--- src/rtl/wb_instr_feeder_if.sv ---
// Bus bundle between the instruction feeder and its bench driver/monitor plus the core's Wishbone port.
// DEPTH must match the feeder so the occupancy field has the right width.
interface wb_instr_feeder_if #(
    parameter int unsigned DEPTH = 8
);
    localparam int unsigned LVL_W = $clog2(DEPTH) + 1;

    logic             i_inst_valid;
    logic [31:0]      i_inst;
    logic             o_inst_ready;

    logic             i_wb_cyc;
    logic             i_wb_stb;
    logic             i_wb_we;
    logic [31:0]      i_wb_adr;
    logic [15:0]      i_wb_sel;
    logic [127:0]     i_wb_dat;
    logic [127:0]     o_wb_dat;
    logic             o_wb_ack;
    logic             o_wb_err;

    logic             o_wr_valid;
    logic [31:0]      o_wr_adr;
    logic [15:0]      o_wr_sel;
    logic [127:0]     o_wr_dat;

    logic [LVL_W-1:0] o_level;
    logic [15:0]      o_fetch_cnt;

    // The feeder is the Wishbone slave; the driver/core side is the master.
    modport slave (
        input  i_inst_valid, i_inst,
        output o_inst_ready,
        input  i_wb_cyc, i_wb_stb, i_wb_we, i_wb_adr, i_wb_sel, i_wb_dat,
        output o_wb_dat, o_wb_ack, o_wb_err,
        output o_wr_valid, o_wr_adr, o_wr_sel, o_wr_dat,
        output o_level, o_fetch_cnt
    );

    modport master (
        output i_inst_valid, i_inst,
        input  o_inst_ready,
        output i_wb_cyc, i_wb_stb, i_wb_we, i_wb_adr, i_wb_sel, i_wb_dat,
        input  o_wb_dat, o_wb_ack, o_wb_err,
        input  o_wr_valid, o_wr_adr, o_wr_sel, o_wr_dat,
        input  o_level, o_fetch_cnt
    );
endinterface

--- src/rtl/wb_instr_feeder.sv ---
// Wishbone slave that feeds queued 32-bit instructions to a core as padded 128-bit read beats.
// Define WB_FEEDER_ERR_EN to error out a read that waits STALL_LIMIT cycles on an empty queue.
module wb_instr_feeder #(
    parameter int unsigned DEPTH       = 8,
    parameter logic [31:0] FILL_WORD   = 32'hF0081003,
    parameter int unsigned STALL_LIMIT = 16
) (
    input logic              i_clk,
    input logic              i_rst,
    wb_instr_feeder_if.slave bus
);
    localparam int unsigned PTR_W = $clog2(DEPTH);
    localparam int unsigned LVL_W = PTR_W + 1;

    if (DEPTH < 2 || (DEPTH & (DEPTH - 1)) != 0 || STALL_LIMIT < 1 || STALL_LIMIT > 256) begin : g_bad_param
        $error("wb_instr_feeder: DEPTH must be a power of 2 >= 2 and STALL_LIMIT in 1..256");
    end

    typedef enum logic [1:0] {
        IDLE,
        STALL,
        ACK
    } State_e;

    State_e           state_q;
    logic [31:0]      mem_q [DEPTH];
    logic [PTR_W-1:0] wrPtr_q;
    logic [PTR_W-1:0] rdPtr_q;
    logic [LVL_W-1:0] level_q;
    logic [LVL_W-1:0] level_d;
    logic [127:0]     rdDat_q;
    logic             ack_q;
    logic             wrValid_q;
    logic [31:0]      wrAdr_q;
    logic [15:0]      wrSel_q;
    logic [127:0]     wrDat_q;
    logic [15:0]      fetchCnt_q;

`ifdef WB_FEEDER_ERR_EN
    logic             err_q;
    logic [7:0]       stallCnt_q;
`endif

    logic readReq;
    logic writeReq;
    logic notEmpty;
    logic notFull;
    logic push;
    logic pop;

    // A pop happens exactly when the FSM accepts a read with data available, in IDLE or STALL.
    always_comb begin
        readReq  = bus.i_wb_cyc & bus.i_wb_stb & ~bus.i_wb_we;
        writeReq = bus.i_wb_cyc & bus.i_wb_stb & bus.i_wb_we;
        notEmpty = (level_q != '0);
        notFull  = (level_q != LVL_W'(DEPTH));
        push     = bus.i_inst_valid & notFull;
        pop      = readReq & notEmpty & ((state_q == IDLE) || (state_q == STALL));
        level_d  = level_q;
        case ({push, pop})
            2'b10:   level_d = level_q + LVL_W'(1);
            2'b01:   level_d = level_q - LVL_W'(1);
            default: level_d = level_q;
        endcase
    end

    always_ff @(posedge i_clk) begin
        if (push) begin
            mem_q[wrPtr_q] <= bus.i_inst;
        end
    end

    always_ff @(posedge i_clk) begin
        if (i_rst) begin
            state_q    <= IDLE;
            wrPtr_q    <= '0;
            rdPtr_q    <= '0;
            level_q    <= '0;
            rdDat_q    <= '0;
            ack_q      <= 1'b0;
            wrValid_q  <= 1'b0;
            wrAdr_q    <= '0;
            wrSel_q    <= '0;
            wrDat_q    <= '0;
            fetchCnt_q <= '0;
`ifdef WB_FEEDER_ERR_EN
            err_q      <= 1'b0;
            stallCnt_q <= '0;
`endif
        end else begin
            ack_q     <= 1'b0;
            wrValid_q <= 1'b0;
`ifdef WB_FEEDER_ERR_EN
            err_q     <= 1'b0;
`endif
            level_q   <= level_d;
            if (push) begin
                wrPtr_q <= wrPtr_q + PTR_W'(1);
            end
            if (pop) begin
                rdPtr_q    <= rdPtr_q + PTR_W'(1);
                rdDat_q    <= {{3{FILL_WORD}}, mem_q[rdPtr_q]};
                ack_q      <= 1'b1;
                fetchCnt_q <= fetchCnt_q + 16'd1;
            end

            case (state_q)
                IDLE: begin
                    if (writeReq) begin
                        wrAdr_q   <= bus.i_wb_adr;
                        wrSel_q   <= bus.i_wb_sel;
                        wrDat_q   <= bus.i_wb_dat;
                        wrValid_q <= 1'b1;
                        ack_q     <= 1'b1;
                        state_q   <= ACK;
                    end else if (readReq) begin
                        state_q <= notEmpty ? ACK : STALL;
`ifdef WB_FEEDER_ERR_EN
                        stallCnt_q <= '0;
`endif
                    end
                end
                // A dropped strobe, or a switch to a store, abandons the wait without popping.
                STALL: begin
                    if (!readReq) begin
                        state_q <= IDLE;
                    end else if (notEmpty) begin
                        state_q <= ACK;
`ifdef WB_FEEDER_ERR_EN
                    end else if (stallCnt_q == 8'(STALL_LIMIT - 1)) begin
                        err_q   <= 1'b1;
                        state_q <= ACK;
                    end else begin
                        stallCnt_q <= stallCnt_q + 8'd1;
`endif
                    end
                end
                ACK: begin
                    state_q <= IDLE;
                end
                default: begin
                    state_q <= IDLE;
                end
            endcase
        end
    end

    assign bus.o_inst_ready = notFull;
    assign bus.o_wb_dat     = rdDat_q;
    assign bus.o_wb_ack     = ack_q;
    assign bus.o_wr_valid   = wrValid_q;
    assign bus.o_wr_adr     = wrAdr_q;
    assign bus.o_wr_sel     = wrSel_q;
    assign bus.o_wr_dat     = wrDat_q;
    assign bus.o_level      = level_q;
    assign bus.o_fetch_cnt  = fetchCnt_q;
`ifdef WB_FEEDER_ERR_EN
    assign bus.o_wb_err     = err_q;
`else
    assign bus.o_wb_err     = 1'b0;
`endif

endmodule
--- src/flat_wrapper.sv ---
// flat-port wrapper written by rule: the top's interface ports become plain ports
module wb_instr_feeder_flat 
#(
    parameter int unsigned DEPTH       = 8,
    parameter logic [31:0] FILL_WORD   = 32'hF0081003,
    parameter int unsigned STALL_LIMIT = 16
)
  (i_clk, i_rst, bus_i_inst_valid, bus_i_inst, bus_o_inst_ready, bus_i_wb_cyc, bus_i_wb_stb, bus_i_wb_we, bus_i_wb_adr, bus_i_wb_sel, bus_i_wb_dat, bus_o_wb_dat, bus_o_wb_ack, bus_o_wb_err, bus_o_wr_valid, bus_o_wr_adr, bus_o_wr_sel, bus_o_wr_dat, bus_o_level, bus_o_fetch_cnt);
  wb_instr_feeder_if #(.DEPTH(DEPTH)) bus_i ();
  input logic i_clk;
  input logic i_rst;
  input wire logic [$bits(bus_i.i_inst_valid)-1:0] bus_i_inst_valid;
  input wire logic [$bits(bus_i.i_inst)-1:0] bus_i_inst;
  output wire logic [$bits(bus_i.o_inst_ready)-1:0] bus_o_inst_ready;
  input wire logic [$bits(bus_i.i_wb_cyc)-1:0] bus_i_wb_cyc;
  input wire logic [$bits(bus_i.i_wb_stb)-1:0] bus_i_wb_stb;
  input wire logic [$bits(bus_i.i_wb_we)-1:0] bus_i_wb_we;
  input wire logic [$bits(bus_i.i_wb_adr)-1:0] bus_i_wb_adr;
  input wire logic [$bits(bus_i.i_wb_sel)-1:0] bus_i_wb_sel;
  input wire logic [$bits(bus_i.i_wb_dat)-1:0] bus_i_wb_dat;
  output wire logic [$bits(bus_i.o_wb_dat)-1:0] bus_o_wb_dat;
  output wire logic [$bits(bus_i.o_wb_ack)-1:0] bus_o_wb_ack;
  output wire logic [$bits(bus_i.o_wb_err)-1:0] bus_o_wb_err;
  output wire logic [$bits(bus_i.o_wr_valid)-1:0] bus_o_wr_valid;
  output wire logic [$bits(bus_i.o_wr_adr)-1:0] bus_o_wr_adr;
  output wire logic [$bits(bus_i.o_wr_sel)-1:0] bus_o_wr_sel;
  output wire logic [$bits(bus_i.o_wr_dat)-1:0] bus_o_wr_dat;
  output wire logic [$bits(bus_i.o_level)-1:0] bus_o_level;
  output wire logic [$bits(bus_i.o_fetch_cnt)-1:0] bus_o_fetch_cnt;
  assign bus_i.i_inst_valid = bus_i_inst_valid;
  assign bus_i.i_inst = bus_i_inst;
  assign bus_o_inst_ready = bus_i.o_inst_ready;
  assign bus_i.i_wb_cyc = bus_i_wb_cyc;
  assign bus_i.i_wb_stb = bus_i_wb_stb;
  assign bus_i.i_wb_we = bus_i_wb_we;
  assign bus_i.i_wb_adr = bus_i_wb_adr;
  assign bus_i.i_wb_sel = bus_i_wb_sel;
  assign bus_i.i_wb_dat = bus_i_wb_dat;
  assign bus_o_wb_dat = bus_i.o_wb_dat;
  assign bus_o_wb_ack = bus_i.o_wb_ack;
  assign bus_o_wb_err = bus_i.o_wb_err;
  assign bus_o_wr_valid = bus_i.o_wr_valid;
  assign bus_o_wr_adr = bus_i.o_wr_adr;
  assign bus_o_wr_sel = bus_i.o_wr_sel;
  assign bus_o_wr_dat = bus_i.o_wr_dat;
  assign bus_o_level = bus_i.o_level;
  assign bus_o_fetch_cnt = bus_i.o_fetch_cnt;
  wb_instr_feeder #(.DEPTH(DEPTH), .FILL_WORD(FILL_WORD), .STALL_LIMIT(STALL_LIMIT)) u_core (.i_clk(i_clk), .i_rst(i_rst), .bus(bus_i));
endmodule
--- config.mk ---
export PLATFORM = sky130hd
export DESIGN_NAME = wb_instr_feeder_flat
export DESIGN_NICKNAME = d
export VERILOG_FILES = /design/src/rtl/wb_instr_feeder_if.sv /design/src/rtl/wb_instr_feeder.sv /design/src/flat_wrapper.sv
export SDC_FILE = /design/constraint.sdc
export NUM_CORES = 1
export LEC_CHECK = 0
export BUFFER_PORTS_ARGS = -buffer_cell sky130_fd_sc_hd__buf_2
export CAP_MARGIN = 20
export CELL_PAD_IN_SITES_DETAIL_PLACEMENT = 0
export CELL_PAD_IN_SITES_GLOBAL_PLACEMENT = 1
export CORE_ASPECT_RATIO = 0.75
export CORE_UTILIZATION = 42
export CTS_BUF_LIST = sky130_fd_sc_hd__clkbuf_2
export CTS_CLUSTER_SIZE = 25
export DETAILED_ROUTE_END_ITERATION = 12
export PLACE_DENSITY_LB_ADDON = 0.1
export SLEW_MARGIN = 20
export SYNTH_ARGS = -nofsm -noshare
export SYNTH_HDL_FRONTEND = slang
export SYNTH_SLANG_ARGS = --single-unit
--- constraint.sdc ---
create_clock -name i_clk -period 6.24 [get_ports i_clk]
set_clock_uncertainty 0.15 [all_clocks]
set_input_delay 1.248 -clock i_clk [delete_from_list [all_inputs] [get_ports i_clk]]
set_output_delay 1.248 -clock i_clk [all_outputs]
set_load 0.1 [all_outputs]
==> results of run 1 <==
## layout by cell type, fill, tap and decap left out, types with 6 or more instances in the layout
master    count
a21oi_1     190
buf_2       467
buf_4        14
clkbuf_2    176
clkinv_1     31
conb_1       73
dfxtp_1     237
diode_2       9
edfxtp_1    256
ha_1          6
mux4_2       64
nand2_1     365
nand3_1      11
nor2_1       51
nor3_1       34
o22ai_1      32
o31ai_1       7
or4_1         7
xnor2_1       8
xor2_1        7
## cells by family (layout without fill, tap and decap cells)
kind of cell	after synthesis	in the layout
fa+ha+maj	6	6
compound gates	233	233
flops	495	495
simple gates	503	503
buf+inv	196	699
other cells	1	82
xor+xnor	15	15
mux	66	66
## power by group through the flow
stage | clock, mW | combinational (mW) | sequential (mW)
2_1_floorplan | 0 | 0.512 | 4.01
3_3_place_gp | 0 | 1.06 | 3.64
3_5_place_dp | 0 | 1.07 | 3.64
4_1_cts | 2.14 | 1.07 | 3.57
5_1_grt | 2.31 | 1.11 | 3.58
6_report | 2.05 | 1.06 | 3.57
## final timing paths
path	end	cells after the start	from	slack (ns)
hold reg to reg	u_core.bus.o_wr_adr[29]	2	u_core.bus.o_wr_adr[29]	0.30
setup / recovery	bus_o_inst_ready	2	u_core.bus.o_level[0]	2.21
hold / removal	u_core.bus.o_wr_adr[18]	3	bus_i_wb_adr[18]	0.19
setup reg to reg	u_core.bus.o_level[2]	11	u_core.bus.o_level[0]	2.72
## metrics by stage
stage	power, mW	instance area [sq um]	hold WS, ns
3_3_place_gp	4.70	21000	0.289
6_report	6.68	22100	0.187
5_1_grt	7.00	22100	-0.0117
4_1_cts	6.78	22100	0.0149
3_5_place_dp	4.71	21000	0.294
2_1_floorplan	4.52	18900	0.357
## registers in the layout, summed over array words and instances (netlist names), 2 cells and up
register	cells
u_core.mem_q	256
u_core.rdPtr_q	3
u_core.bus.o_wb_dat	33
u_core.wrPtr_q	3
u_core.bus.o_wr_sel	16
u_core.bus.o_wr_adr	32
u_core.bus.o_wr_dat	128
u_core.state_q	2
u_core.bus.o_level	4
u_core.bus.o_fetch_cnt	16
## layout make-up
type / instances / area (sq um)
fillers: 4093 / 21400
flip-flops and latches: 495 / 12500
multi-input cells: 896 / 5330
repair buffers: 484 / 2500
clock buffers: 176 / 881
well taps: 578 / 723
clock inverters: 36 / 156
diodes: 9 / 22.5
inverters: 3 / 11.3
## tightest hold or removal path: cells and delay by family
family,cells,cell delay [ns]
buffers and inverters,1,0.09
AND/OR/NAND/NOR,1,0.05
AO/OA/AOI/OAI,1,0.05
## routing by layer
layer  part of all wire (%)  vias to the layer above
met5                   0.15                        -
met4                    1.7                       12
met3                    7.4                       78
met2                     49                      441
met1                     41                     6434
li1                       -                     6231
==> out/qor.txt, run 1 <==
initial antenna violation count = 16
number of port buffers = 468
initial core utilization = 42.7%
Cell variety after synth = 37
number of remaining DRC errors = 0
Cell Int Power = 4.46 mW
Least-Margin Pin Slew = 1.08 ns
Synth top cells by count = nand2_1 (365), edfxtp_1 (256), dfxtp_1 (239)
Synth Cell Area = 18600 sq um
fin crit share = 64.6%
required time worst endpoint = 4.84 ns
final WL = 54600 um
CP max FO = 8
DR WL/cell = 20.4 um
latest clock arrival within the worst-skew pair = 1.12 ns
Async SR Flop Fraction = 0%
Final Max Tran Viols = 0
count of final setup violators = 0
Worst path slowest cell = or4b_2
number of placement rows = 66
initial DRC count = 934
clock power share = 30.7%
post_cts resized = 0
Placeable Area = 43500 sq um
post-synthesis compound-gate area fraction = 6.59%
endpoint class of the critical path = primary output
Setup WS post-layout = 2.21 ns
Seq cells post-synth = 495
Synth top area share = 41.4%
RePlAce Congestion = 0.867
RSZ-0062 raised after global routing = no
syn avg cell area = 12.3 sq um
GR Util met2 = 39.4%
Die Footprint = 45100 sq um
post-synthesis mux area share = 7.87%
Nets = 2218
crit-path cells = or4b_2 -> buf_2
CTS tree = yes
sequential element share of the synthesized area = 67.1%
post-synthesis simple-gate area fraction = 11.3%
YS warnings = 0
sequential share of power = 53.4%
DR vias = 13200
Post-DP HPWL = 35200 um
Die Height = 184 um
setup TNS = 0 ns
Synth Area in XOR/XNOR = 0.707%
drt pass-1 iters = 5
Post-synth EDFFs = 256
share of cells above drive strength 1 = 35.9%
Final Non-Filler Cells = 2677
count leader, synth = nand2_1
Synth Instances = 1515
startpoint types = register
pwr dens = 302 nW/um^2
vias in the first global route = 12700
largest family of logic cells by synthesized area = simple AND/OR/NAND/NOR gates
first-pass GRT wire length = 79500 um
clock slew at reported path FFs = 0.11 ns
cell accounting for the most synthesized area = edfxtp_1
Detail Route Antenna Nets = 0
Most used DFF post-synth = edfxtp_1
P&R area growth vs syn = 18.9%
worst slack, placed = 2.02 ns
met3 Usage GRT = 7.80%
status = completed
largest net degree at the start of global routing = 171
CTS root buf = clkbuf_2
Buf/Inv on CP = 1
Max Clock Freq = 0.248 GHz
Slew HR = 27.9%
Crit path max-delay family = simple AND/OR/NAND/NOR gates
Net Sw Frac = 33.2%
combinational share of power = 15.9%
Clock Path Buffers = 3
leak pwr = 8.80 nW
postcts setup bufs = 0
Overall Global Routing Usage = 23.8%
Worst path max stage delay = 0.79 ns
CTS sink cnt = 495
max-capacitance violation count = 0
global route hottest layer = met2
arrival time worst endpoint = 2.63 ns
via/cell ratio = 4.93
CTS buffer count = 118
Congestion Overflow GR = 0
minimum clock period = 4.03 ns
CTS Hold Bufs = 0
switching power = 2.22 mW
Post-Synth Adder-Cell Area = 0.404%
met1 Usage GRT = 29.8%
Top Ports = 542
Final Util = 50.8%
Min-Delay Path Class = in2reg
H-tree levels = 3
Cells after DPL = 2456
top post-synthesis cells by area = edfxtp_1 (41%), dfxtp_1 (26%), mux4_2 (7.8%)
Max VDD drop = 176 uV
Hold Vio Cnt, Final = 0
CP Class = reg2out
Chip Width = 245 um
Power figures use the tool's default switching activity.
==> inputs of run 2 (changes only) <==
--- a/config.mk
+++ b/config.mk
@@ -10,7 +10,7 @@
 export CELL_PAD_IN_SITES_DETAIL_PLACEMENT = 0
 export CELL_PAD_IN_SITES_GLOBAL_PLACEMENT = 1
 export CORE_ASPECT_RATIO = 0.75
-export CORE_UTILIZATION = 42
+export CORE_UTILIZATION = 38
 export CTS_BUF_LIST = sky130_fd_sc_hd__clkbuf_2
 export CTS_CLUSTER_SIZE = 25
 export DETAILED_ROUTE_END_ITERATION = 12
==> constraint.sdc (replaced) <==
create_clock -name i_clk -period 3.4 [get_ports i_clk]
set_clock_uncertainty 0.15 [all_clocks]
set_input_delay 0.68 -clock i_clk [delete_from_list [all_inputs] [get_ports i_clk]]
set_output_delay 0.68 -clock i_clk [all_outputs]
set_load 0.1 [all_outputs]
==> run 2 against run 1 <==
- clock-buffer cell count grew 18
- cell area grew 16%
- power increased by 92%
- critical endpoint unchanged
- die area is 10% higher
==> out/qor.txt, run 2 (synthesized netlist as in run 1, its figures left out) <==
status = completed (unchanged)
Die Height = 194 um (was 184 um)
CTS sink cnt = 495 (unchanged)
postcts setup bufs = 0 (unchanged)
H-tree levels = 3 (unchanged)
setup TNS = 0 ns (unchanged)
Least-Margin Pin Slew = 1.09 ns (was 1.08 ns)
P&R area growth vs syn = 37.5% (was 18.9%)
drt pass-1 iters = 5 (unchanged)
largest register by flop count = u_core.mem_q (unchanged)
vias in the first global route = 14500 (was 12700)
final WL = 58300 um (was 54600 um)
Worst path slowest cell = or4b_4 (was or4b_2)
Top Ports = 542 (unchanged)
arrival time worst endpoint = 2.34 ns (was 2.63 ns)
crit path launch = u_core.bus.o_level[0] (unchanged)
CP max FO = 8 (unchanged)
share of cells above drive strength 1 = 32.6% (was 35.9%)
Final Non-Filler Cells = 3070 (was 2677)
largest net degree at the start of global routing = 160 (was 171)
Slew HR = 27.3% (was 27.9%)
Placeable Area = 47800 sq um (was 43500 sq um)
minimum clock period = 3.17 ns
Die Footprint = 49800 sq um (was 45100 sq um)
CTS root buf = clkbuf_2 (unchanged)
most common cell after layout, fill and taps aside = buf_2 (unchanged)
number of port buffers = 468 (unchanged)
crit-path cells = or4b_4 -> buf_6 (was or4b_2 -> buf_2)
Cells after DPL = 2534 (was 2456)
Cell Area, Placed = 21300 sq um (was 21000 sq um)
Worst path max stage delay = 0.60 ns (was 0.79 ns)
startpoint types = register (unchanged)
number of remaining DRC errors = 0 (unchanged)
required time worst endpoint = 2.57 ns (was 4.84 ns)
initial core utilization = 38.8% (was 42.7%)
Hold Crit Start = bus_i_wb_dat[13] (was bus_i_wb_adr[18])
Overall Global Routing Usage = 23.1% (was 23.8%)
CTS tree = yes (unchanged)
CTS buffer count = 121 (was 118)
CP Class = reg2out (unchanged)
max FFs per register = 256 (unchanged)
RSZ-0062 raised after global routing = no (unchanged)
Fill cells = 4356 (was 4093)
pwr dens = 502 nW/um^2 (was 302 nW/um^2)
max-capacitance violation count = 0 (unchanged)
WHS = 0.177 ns (was 0.187 ns)
DR WL/cell = 19.0 um (was 20.4 um)
area of the multi-input gates = 5350 sq um (was 5330 sq um)
most frequent cells in the layout = buf_2 (466), nand2_1 (365), dlygate4sd3_1 (307), edfxtp_1 (256), dfxtp_1 (232) (was buf_2 (467), nand2_1 (365), edfxtp_1 (256), dfxtp_1 (237), a21oi_1 (190))
Post-DP HPWL = 37900 um (was 35200 um)
fin crit share = 93.2%
Clock Path Buffers = 3 (unchanged)
first-pass GRT wire length = 87800 um (was 79500 um)
initial antenna violation count = 6 (was 16)
Max Clock Freq = 0.316 GHz
DR vias = 14400 (was 13200)
RePlAce Congestion = 0.850 (was 0.867)
via/cell ratio = 4.68 (was 4.93)
Hold Vio Cnt, Final = 0 (unchanged)
Sequential Area = 12500 sq um (about the same)
Chip Width = 257 um (was 245 um)
RR Startpoint = u_core.bus.o_level[0] (unchanged)
Final Max Tran Viols = 0 (unchanged)
Min-Delay Path Class = in2reg (unchanged)
Detail Route Antenna Nets = 0 (unchanged)
initial DRC count = 745 (was 934)
leak pwr = 10.3 nW (was 8.80 nW)
Max VDD drop = 277 uV (was 176 uV)
number of placement rows = 69 (was 66)
count of final setup violators = 0 (unchanged)
Setup WS post-layout = 0.231 ns (was 2.21 ns)
endpoint class of the critical path = primary output (unchanged)
Nets = 2545 (was 2218)
Design Area, Final = 25600 sq um (was 22100 sq um)
latest clock arrival within the worst-skew pair = 1.13 ns (was 1.12 ns)
worst slack, placed = 0.452 ns (was 2.02 ns)
Congestion Overflow GR = 0 (unchanged)
clock slew at reported path FFs = 0.11 ns (about the same)
==> run 2: final cells by class <==
class	count	area share [%]
tap	639	3.13
multi-input combinational	896	20.9
clock buffer	194	3.80
clock inverter	31	0.666
timing repair buffer	808	22.5
inverter	3	0.0441
sequential	495	48.9
antenna	4	0.0392
==> run 2: through the flow <==
step | util [%] | total power [mW]
4_1_cts | 53.4 | 13.0
5_1_grt | 53.4 | 13.4
3_5_place_dp | 44.6 | 8.67
3_3_place_gp | 44.6 | 8.66
2_1_floorplan | - | 8.30
6_report | 53.4 | 12.8
==> run 2: worst paths after layout <==
path	to	slack (ns)	depth (start not counted)
min reg2reg	u_core.bus.o_wr_dat[106]	0.30	2
max reg2reg	u_core.bus.o_level[3]	0.59	8
min	u_core.bus.o_wr_dat[13]	0.18	4
max	bus_o_inst_ready	0.23	2
==> run 2: where the power goes <==
part           switching (mW)  internal [mW]
sequential             0.0926           6.45
clock                    2.45           1.60
combinational            1.68          0.563
==> run 2: metal layers <==
layer | part of all wire (%) | GRT usage [%] | up-vias
met5 | 0.038 | 0 | -
met4 | 3.1 | 8.99 | 4
met3 | 5.3 | 5.96 | 94
met2 | 49 | 38.1 | 417
met1 | 43 | 29.1 | 6968
li1 | - | - | 6893
==> run 2: critical path: cells and delay by family (launching register included) <==
kind                   cells  cell delay [ns]
AND/OR/NAND/NOR            1             0.60
buffers and inverters      1             0.21
flip-flops                 1             0.39
==> run 2: what timing repair did <==
item                                   4_1_cts  5_1_grt
setup endpoints to repair                    1       24
endpoints found under the hold margin      518        0
resized for setup                            3        1
hold buffers                               307        0
